`config.mk`:
```
export PLATFORM = sky130hd
export DESIGN_NAME = fxy_sweep
export DESIGN_NICKNAME = d
export VERILOG_FILES = /design/src/rtl/fxy_sweep.sv
export SDC_FILE = /design/constraint.sdc
export NUM_CORES = 1
export LEC_CHECK = 0
export ABC_AREA = 1
export CAP_MARGIN = 20
export CORE_UTILIZATION = 52
export CTS_CLUSTER_SIZE = 8
export DETAILED_ROUTE_END_ITERATION = 7
export PLACE_DENSITY = 0.9
export RECOVER_POWER = 50
export SLEW_MARGIN = 25
export SYNTH_ARGS = -nofsm -noshare
export SYNTH_HDL_FRONTEND = slang
export SYNTH_SLANG_ARGS = --single-unit
```
`constraint.sdc`:
```
create_clock -name clk -period 4.9 [get_ports clk]
set_input_delay 0.98 -clock clk [delete_from_list [all_inputs] [get_ports clk]]
set_output_delay 0.98 -clock clk [all_outputs]
set_load 0.02 [all_outputs]
```
`src/rtl/fxy_sweep.sv`:
```
// fxy_sweep: presents every input row of an N-input reducing NOR/NAND/XOR/XNOR
// together with its function value and a running count of true rows.
// Ports: clk, reset (sync, active-high), start (sweep request, IDLE only),
// op (00 NOR, 01 NAND, 10 XOR, 11 XNOR), busy (RUN), valid (one per row),
// x (row), s (f(op,x)), ones (true rows so far), done (pulse after last row).
// Optional FXY_SWEEP_MINTERM_LOG_EN adds mask: bit i holds s of row i.
module fxy_sweep #(
    parameter int N = 2
) (
    input  logic             clk,
    input  logic             reset,
    input  logic             start,
    input  logic [1:0]       op,
    output logic             busy,
    output logic             valid,
    output logic [N-1:0]     x,
    output logic             s,
    output logic [N:0]       ones,
`ifdef FXY_SWEEP_MINTERM_LOG_EN
    output logic             done,
    output logic [(1<<N)-1:0] mask
`else
    output logic             done
`endif
);
    typedef enum logic [1:0] {IDLE, RUN, DONE} state_t;
    state_t       state_q, state_d;
    logic [N:0]   cnt_q, cnt_d, ones_q, ones_d;
    logic [N-1:0] x_q, x_d, row;
    logic [1:0]   op_q, op_d;
    logic         s_q, s_d, valid_q, valid_d, fv;
`ifdef FXY_SWEEP_MINTERM_LOG_EN
    logic [(1<<N)-1:0] mask_q, mask_d;
    assign mask = mask_q;
`endif
    assign row = cnt_q[N-1:0];
    assign fv  = op_q[1] ? (op_q[0] ? ~^row : ^row) : (op_q[0] ? ~&row : ~|row);
    always_ff @(posedge clk) begin
        if (reset) begin
            state_q <= IDLE;
            cnt_q   <= '0;
            ones_q  <= '0;
            x_q     <= '0;
            op_q    <= '0;
            s_q     <= 1'b0;
            valid_q <= 1'b0;
`ifdef FXY_SWEEP_MINTERM_LOG_EN
            mask_q  <= '0;
`endif
        end else begin
            state_q <= state_d;
            cnt_q   <= cnt_d;
            ones_q  <= ones_d;
            x_q     <= x_d;
            op_q    <= op_d;
            s_q     <= s_d;
            valid_q <= valid_d;
`ifdef FXY_SWEEP_MINTERM_LOG_EN
            mask_q  <= mask_d;
`endif
        end
    end
    // cnt_q[N] rises once every row has been presented, so x never wraps.
    always_comb begin
        state_d = state_q;
        cnt_d   = cnt_q;
        ones_d  = ones_q;
        x_d     = x_q;
        op_d    = op_q;
        s_d     = s_q;
        valid_d = 1'b0;
`ifdef FXY_SWEEP_MINTERM_LOG_EN
        mask_d  = mask_q;
`endif
        if (state_q == IDLE && start) begin
            state_d = RUN;
            op_d    = op;
            cnt_d   = '0;
            ones_d  = '0;
`ifdef FXY_SWEEP_MINTERM_LOG_EN
            mask_d  = '0;
`endif
        end else if (state_q == RUN && cnt_q[N]) begin
            state_d = DONE;
        end else if (state_q == RUN) begin
            valid_d = 1'b1;
            x_d     = row;
            s_d     = fv;
            ones_d  = ones_q + (N+1)'(fv);
            cnt_d   = cnt_q + (N+1)'(1);
`ifdef FXY_SWEEP_MINTERM_LOG_EN
            mask_d[row] = fv;
`endif
        end else if (state_q == DONE) begin
            state_d = IDLE;
        end
    end
    assign busy  = state_q == RUN;
    assign done  = state_q == DONE;
    assign valid = valid_q;
    assign x     = x_q;
    assign s     = s_q;
    assign ones  = ones_q;
endmodule

```
==> metrics, run 1 <==
largest net degree at the start of global routing 10; postcts setup bufs 0; hold_buf cts 0; CP Buf/Inv Count 2; CP arrival 1.55 ns; critical path cell sequence nand2_1, inv_1, clkdlybuf4s50_1; post-synth cell types 18; leading area contributor after synthesis dfxtp_1; clk slew on worst S/H paths 0.09 ns; Area Growth Syn to Fin 22.1%; grt met3 use 0.0930; DR vias/cell 4.97; CTS Root Cell clkbuf_4; count leader, synth nand2_1; Post-synth EDFFs 0; nets 112; clk sinks 14; CP startpoint kind flop; Synth async-reset ratio 0; Max-slew headroom 0.743; Slew Limit Fails 0; Synth Instances 85; via count 577; PD cells 300 nW/um^2; status completed; Final setup violation count 0; yosys warns 0; Pleak 0.000356 uW; CTS resizes 0; Syn Nets 94; met1 Track Usage GR 0.237; htree depth 1; filler-free cell count of the finished design 116; post-route minimum period 2.53 ns; CORE AREA 1170 um^2; Die Y 38.4 um; Global Route Usage Sum 0.239; number of global-route vias before repair 579; DP HPWL 984 um; Ant. Diodes 0; fmax 395 MHz; met2 GRT Util 0.424; drt pass-1 iters 4; Die W 38.4 um; first-pass GRT wire length 2310 um; IO Count 14; Worst path slowest cell clkdlybuf4s50_1; maximum clock path buffer count 2; Num CTS Buffers 3; #FFs+latches synth 14; Post-DRT Antenna Nets 0; GR Overflow Total 0; die area 1480 um^2; DRC 0; post-synth top area share 0.407; # port buffers 13; row cnt 12; Skew-Pair Late Insertion Delay 0.29 ns; post-synthesis sequential area ratio 0.407; WL per Instance 11.3 um; Synth Area per Inst 8.11 um^2; max_cap viols 0; TNS Setup 0 ns; unrepaired setup endpoints after global routing no; Post-Syn Area 689 um^2; VDD IR max 0.000218 V; CP Class flop to output pin; Initial Utilization 0.589; Cell Count Post-Placement 112; GRT busiest layer met2; Max stage delay on crit path 0.60 ns; Crit. End Element output pin; CP top delay family buffers and inverters; Min-Delay Path Class flop to flop; top post-synthesis cells by area dfxtp_1 (41%), nand2_1 (9.3%), inv_1 (8.2%); RD Place Congestion 0.776; CP required 3.92 ns; synth cell count leaders nand2_1 (17), inv_1 (15), dfxtp_1 (14); Worst Tran Pin Value 0.384 ns; TritonCTS clock tree done; clk_skew 0.00828 ns; final hold violation count 0; Post-synth top flop dfxtp_1; initial antenna violation count 0; share of cells above drive strength 1 0.176; drt first-iter violations 13; Final Routed Wirelength 1320 um; crit path max fanout 5; crit share post-route 0.516
-- metal layers --
layer,routed length [um],part of all wire
met4,19,0.014
met1,568,0.43
met2,661,0.50
met3,65,0.049
met5,0,0
-- report_power, final --
part	switching, uW	total [uW]	internal (uW)	leakage, uW
logic	25.9	44.4	18.5	0.000221
clock network	38.7	84.0	45.3	0.0000210
registers	4.31	124	120	0.000114
total	68.9	252	183	0.000356
-- placed cells by master (no fill, tap or decap) --
| cell | count |
|---|---|
| nand2_2 | 4 |
| a21oi_1 | 5 |
| nor3_2 | 1 |
| nand2_1 | 18 |
| a21oi_2 | 3 |
| clkinv_4 | 1 |
| clkbuf_8 | 1 |
| inv_2 | 1 |
| clkbuf_4 | 3 |
| dlygate4sd3_1 | 1 |
| nor2_2 | 2 |
| nand3_1 | 6 |
| o21ai_0 | 4 |
| inv_1 | 15 |
| nor3_1 | 1 |
| clkdlybuf4s50_1 | 12 |
| nor2_1 | 4 |
| nand2_4 | 2 |
| dfxtp_1 | 14 |
| ha_1 | 4 |
-- kinds of logic (layout without fill, tap and decap cells) --
group / count (synthesis) / in the layout / share of synthesized area
AOI/OAI and AO/OA: 12 / 12 / 0.131
adders and majority gates: 4 / 4 / 0.0726
buffers and inverters: 17 / 34 / 0.0998
DFF: 14 / 14 / 0.407
and+or+nand+nor: 38 / 38 / 0.290
-- final cells by class --
type                       count  area, um^2
timing repair buffer          13         130
fill                          98         329
tap                           14        17.5
clock buffer                   4        36.3
sequential                    14         280
multi-input combinational     54         309
inverter                      17        68.8
-- flip-flops by register name, indices dropped and copies added, names as in the netlist --
| name | count |
|---|---|
| cnt_q | 3 |
| ones | 3 |
| op_q | 2 |
| state_q | 2 |
| x | 2 |
| s | 1 |
| valid | 1 |
-- metrics by stage --
step / power, uW / hold WS [ns] / util / instance area (um^2) / setup WS (ns)
2_1_floorplan: 157 / 0.452 / - / 689 / 3.22
3_3_place_gp: 173 / 0.471 / 0.715 / 837 / 2.74
3_5_place_dp: 174 / 0.485 / 0.715 / 837 / 2.70
4_1_cts: 259 / 0.497 / 0.746 / 873 / 2.36
5_1_grt: 265 / 0.528 / 0.719 / 842 / 2.27
6_report: 252 / 0.498 / 0.719 / 842 / 2.37
-- path summary, 6_finish.rpt --
check / from / endpoint / slack [ns] / cells past startpoint
hold reg to reg: cnt_q[2] / valid / 0.50 / 1
setup / recovery: state_q[0] / busy / 2.37 / 3
setup reg to reg: cnt_q[0] / ones[2] / 3.09 / 13
hold / removal: cnt_q[2] / valid / 0.50 / 1
No activity file was read; power rests on OpenSTA's default activity.
==> inputs of run 2 (changes only) <==
--- a/config.mk
+++ b/config.mk
@@ -7,10 +7,10 @@
 export LEC_CHECK = 0
 export ABC_AREA = 1
 export CAP_MARGIN = 20
-export CORE_UTILIZATION = 52
+export CORE_UTILIZATION = 48
 export CTS_CLUSTER_SIZE = 8
 export DETAILED_ROUTE_END_ITERATION = 7
-export PLACE_DENSITY = 0.9
+export PLACE_DENSITY = 0.84
 export RECOVER_POWER = 50
 export SLEW_MARGIN = 25
 export SYNTH_ARGS = -nofsm -noshare
==> constraint.sdc (replaced) <==
create_clock -name clk -period 2.6 [get_ports clk]
set_input_delay 0.52 -clock clk [delete_from_list [all_inputs] [get_ports clk]]
set_output_delay 0.52 -clock clk [all_outputs]
set_load 0.02 [all_outputs]
==> run 2 against run 1 <==
  * Final area decreased by 1.6%
  * Critical path depth did not move
  * Count of clock-buffer cells in the layout decreased by 1
  * Sequential share of layout area increased by 0.55 points
  * Die area rose by 7.9%
  * Critical path type unchanged
  * Largest power group unchanged
  * Highest routed layer is now met3
==> metrics, run 2 (same netlist as run 1, synthesis figures left out) <==
status completed; DRC 0 (unchanged); nets 112 (unchanged); CORE AREA 1320 um^2 (+13%); CP Class flop to output pin; hold_buf cts 0 (unchanged); via count 573 (-0.69%); RD Place Congestion 0.804 (+3.7%); die area 1590 um^2 (+7.9%); CP Buf/Inv Count 2 (unchanged); Max stage delay on crit path 0.60 ns (about the same); WL per Instance 10.7 um (-5.6%); drt pass-1 iters 4 (unchanged); Final Routed Wirelength 1240 um (-5.6%); Register Area 280 um^2 (unchanged); clk_skew 0.00529 ns (-0.00300 ns); fmax 494 MHz; Max-slew headroom 0.735 (-0.00810); clk sinks 14 (unchanged); Slew Limit Fails 0 (unchanged); CP required 2.08 ns (-1.84 ns); Die Y 39.9 um (+3.9%); post-route minimum period 2.02 ns; met3 wire length 67 um (+3.1%); Final setup violation count 0 (unchanged); critical path cell sequence nand2_1, inv_1, clkdlybuf4s50_1; Worst Tran Pin Value 0.397 ns (+0.0121 ns); Highest Signal Layer met3; number of global-route vias before repair 518 (-11%); Internal 314 uW (+71%); TNS Setup 0 ns (unchanged); Initial Utilization 0.523 (-0.0654); GR Overflow Total 0 (unchanged); max_cap viols 0 (unchanged); CTS Root Cell clkbuf_4; most common cell after layout, fill and taps aside nand2_1; Min-Delay Path Class flop to flop; postcts setup bufs 0 (unchanged); VDD IR max 0.000418 V (+92%); clock power share 0.268 (-0.065); CP arrival 1.50 ns (-0.05 ns); crit share post-route 0.778; Crit. End Element output pin; Post-Place Cell Area 838 um^2 (+0.15%); TritonCTS clock tree done; CTS resizes 0 (unchanged); Global Route Usage Sum 0.198 (-0.0410); Ant. Diodes 0 (unchanged); Post-DRT Antenna Nets 0 (unchanged); Skew-Pair Late Insertion Delay 0.27 ns (-0.02 ns); overall power 432 uW (+71%); share of cells above drive strength 1 0.168 (-0.00815); largest net degree at the start of global routing 10 (unchanged); met2 wire length 622 um (-5.9%); unrepaired setup endpoints after global routing no; fill cell count 115 (+17%); Die W 39.9 um (+3.9%); DR vias/cell 4.94 (-0.69%); final worst slack 0.577 ns (-1.79 ns); final hold violation count 0 (unchanged); M1 WL 552 um (-2.8%); IO Count 14 (unchanged); # port buffers 13 (unchanged); clk slew on worst S/H paths 0.08 ns (about the same); Final Cell Area 828 um^2 (-1.6%); worst slack at placement 0.783 ns (-1.92 ns); drt first-iter violations 9 (-4); htree depth 1 (unchanged); Area Growth Syn to Fin 20.1%; initial antenna violation count 0 (unchanged); crit path max fanout 5 (unchanged); row cnt 13 (+1); first-pass GRT wire length 2040 um (-12%); DP HPWL 981 um (-0.31%); Worst path slowest cell clkdlybuf4s50_1; CP startpoint kind flop; PD cells 521 nW/um^2 (+74%); maximum clock path buffer count 2 (unchanged); sw power 118 uW (+71%); final core occ 0.629 (-0.0903); CP top delay family buffers and inverters; Num CTS Buffers 3 (unchanged); most frequent cells in the layout nand2_1 (18), inv_1 (15), dfxtp_1 (14), clkdlybuf4s50_1 (12), nand3_1 (6); Pleak 0.000348 uW (-2.4%); share of power burned in registers 0.541 (+0.050); sw frac 0.273 (+0.000325); area of the multi-input gates 308 um^2 (-0.40%); combinational power share 0.192 (+0.016)
[run 2: worst register-to-register path: stages, from the launching register on]
cell	delay [ns]
dfxtp_1	0.37
inv_1	0.10
ha_1	0.34
inv_1	0.06
nand2_1	0.05
nand3_1	0.08
nand2_1	0.08
ha_1	0.19
ha_1	0.19
inv_1	0.05
nand2_1	0.04
nand2_1	0.07
nand2_2	0.05
a21oi_2	0.10
[run 2: stage by stage]
stage	instances	hold WS [ns]
2_1_floorplan	85	0.452
3_3_place_gp	113	0.461
3_5_place_dp	113	0.474
4_1_cts	116	0.486
5_1_grt	116	0.517
6_report	116	0.485
[run 2: cell type report]
class	instances	area share
Clock buffer	3	0.0272
Inverter	17	0.0831
Multi-Input combinational cell	54	0.372
Sequential cell	14	0.338
Tap cell	15	0.0227
Timing Repair Buffer	13	0.157
[run 2: final timing paths]
path	start	end	slack, ns	cells after the start
setup / recovery	state_q[0]	busy	0.58	3
hold / removal	cnt_q[2]	valid	0.49	1
setup reg to reg	cnt_q[0]	ones[2]	0.77	13
hold reg to reg	cnt_q[2]	valid	0.49	1
[run 2: layer usage]
metal | up-vias | track usage
met5 | - | 0
met3 | 0 | 0.0852
met1 | 262 | 0.218
met4 | 0 | 0.0517
li1 | 295 | -
met2 | 16 | 0.343
[run 2: power groups by stage]
stage,clock [uW],sequential (uW),combinational [uW]
after CTS,119,233,90.2
after detailed placement,0,238,89.6
after global placement,0,238,88.0
after floorplan,0,245,51.4
after global routing,132,235,90.8
final,116,233,82.8
==> inputs of run 3 (changes only) <==
==> constraint.sdc (replaced) <==
create_clock -name clk -period 1.9 [get_ports clk]
set_input_delay 0.38 -clock clk [delete_from_list [all_inputs] [get_ports clk]]
set_output_delay 0.38 -clock clk [all_outputs]
set_load 0.02 [all_outputs]
==> run 3 against run 2 <==
  * Final area is 2.3% higher
  * Utilization is 1.4 points higher
  * Clock skew is 0.0030 ns higher
  * Cell count stayed put
  * Highest routed layer is now met4
  * Global-route usage is 1.4 points higher
  * Routed wire length is 2.1% higher
  * Sequential share of layout area is 0.31 points lower
==> metrics, run 3 (same netlist as run 1, synthesis figures left out) <==
status completed; first-pass GRT wire length 2170 um (+6.4%); postcts setup bufs 0 (unchanged); Skew-Pair Late Insertion Delay 0.28 ns (about the same); max_cap viols 0 (unchanged); Ant. Diodes 0 (unchanged); met2 GRT Util 0.379 (+0.0363); CTS Root Cell clkbuf_4; VDD IR max 0.000397 V (-5.1%); Global Route Usage Sum 0.213 (+0.0143); number of global-route vias before repair 561 (+8.3%); crit path max fanout 3 (-2); hold_buf cts 0 (unchanged); critical path cell sequence inv_1, nor2_1, clkdlybuf4s50_1; TritonCTS clock tree done; Initial Utilization 0.523 (unchanged); met1 Track Usage GR 0.209 (-0.00953); fmax 551 MHz; RD Place Congestion 0.823 (+2.3%); die area 1590 um^2 (unchanged); post-route minimum period 1.82 ns; share of power burned in registers 0.534 (-0.007); Final setup violation count 0 (unchanged); Worst path slowest cell clkdlybuf4s50_1; via count 566 (-1.2%); drt pass-1 iters 4 (unchanged); initial antenna violation count 0 (unchanged); DP HPWL 968 um (-1.3%); Internal 432 uW (+38%); CP required 1.52 ns (-0.56 ns); htree depth 1 (unchanged); Final Routed Wirelength 1270 um (+2.1%); most common cell after layout, fill and taps aside nand2_1; Die Y 39.9 um (unchanged); Min-Delay Path Class flop to flop; CP Buf/Inv Count 2 (unchanged); clock power share 0.273 (+0.005); Die W 39.9 um (unchanged); clk sinks 14 (unchanged); row cnt 13 (unchanged); reg2reg setup slack 0.22 ns (-0.55 ns); Slew Limit Fails 0 (unchanged); Pleak 0.000364 uW (+4.7%); final core occ 0.643 (+0.0142); Area Growth Syn to Fin 22.9%; PD cells 708 nW/um^2 (+36%); # port buffers 13 (unchanged); CP startpoint kind flop; unrepaired setup endpoints after global routing no; DR vias/cell 4.88 (-1.2%); share of cells above drive strength 1 0.218 (+0.0495); Worst Tran Pin Value 0.362 ns (-0.0350 ns); sw power 168 uW (+42%); clk slew on worst S/H paths 0.08 ns (about the same); final hold violation count 0 (unchanged); drt first-iter violations 5 (-4); Num CTS Buffers 3 (unchanged); TNS Setup 0 ns (unchanged); maximum clock path buffer count 2 (unchanged); sw frac 0.280 (+0.00675); IO Count 14 (unchanged); combinational power share 0.193 (about the same); CP Class flop to output pin; CP top delay family buffers and inverters; Crit. End Element output pin; grt met3 use 0.0852 (unchanged); WL per Instance 10.9 um (+2.1%); Max stage delay on crit path 0.60 ns (about the same); nets 112 (unchanged); DRC 0 (unchanged); Post-DRT Antenna Nets 0 (unchanged); CORE AREA 1320 um^2 (unchanged); most frequent cells in the layout nand2_1 (18), inv_1 (14), dfxtp_1 (11), clkdlybuf4s50_1 (11), nand3_1 (6); clk_skew 0.00833 ns (+0.00304 ns); GRT busiest layer met2; GR Overflow Total 0 (unchanged); CP arrival 1.44 ns (-0.06 ns); crit share post-route 0.956; largest net degree at the start of global routing 10 (unchanged); Max-slew headroom 0.758 (+0.0234)
run 3: cell types whose count changed in the layout (fill, tap and decap cells not counted), sizes merged:
| cell | delta |
|---|---|
| clkdlybuf4s50 | -1 |
| dlymetal6s2s | +1 |
run 3: final cells by class:
class	count	area, um^2
flip-flops and latches	14	284
well taps	15	18.8
multi-input cells	54	320
repair buffers	13	133
fillers	122	470
inverters	17	68.8
clock buffers	3	22.5
run 3: path summary, 6_finish.rpt:
kind	startpoint	endpoint	cells past startpoint
worst min-delay path	cnt_q[2]	valid	1
worst max-delay path	state_q[1]	done	3
worst min register to register	cnt_q[2]	valid	1
worst max register to register	cnt_q[1]	ones[2]	12
run 3: power groups by stage:
stage | sequential [uW] | combinational (uW) | clock, uW
after floorplan | 335 | 70.3 | 0
after global placement | 326 | 120 | 0
after detailed placement | 326 | 123 | 0
after CTS | 320 | 123 | 168
after global routing | 323 | 129 | 180
final | 320 | 116 | 164
run 3: repair_timing:
item,4_1_cts,5_1_grt
setup endpoints to repair,1,3
gates resized for setup,1,5
gates cloned,0,0
run 3: per-stage QoR:
step | instances | instance area [um^2] | hold slack (ns) | setup slack, ns | power [uW]
finish | 116 | 847 | 0.480 | 0.0842 | 600
global route | 116 | 847 | 0.519 | 0.0108 | 631
CTS | 116 | 862 | 0.482 | 0.00569 | 612
detailed placement | 113 | 838 | 0.469 | 0.0733 | 449
global placement | 113 | 838 | 0.462 | 0.163 | 446
floorplan | 85 | 689 | 0.449 | 0.221 | 406
run 3: per-layer routing:
layer / share of wire / vias up
met3: 0.042 / 4
met1: 0.45 / 256
met4: 0.021 / 0
li1: - / 296
met2: 0.48 / 10
met5: 0 / -
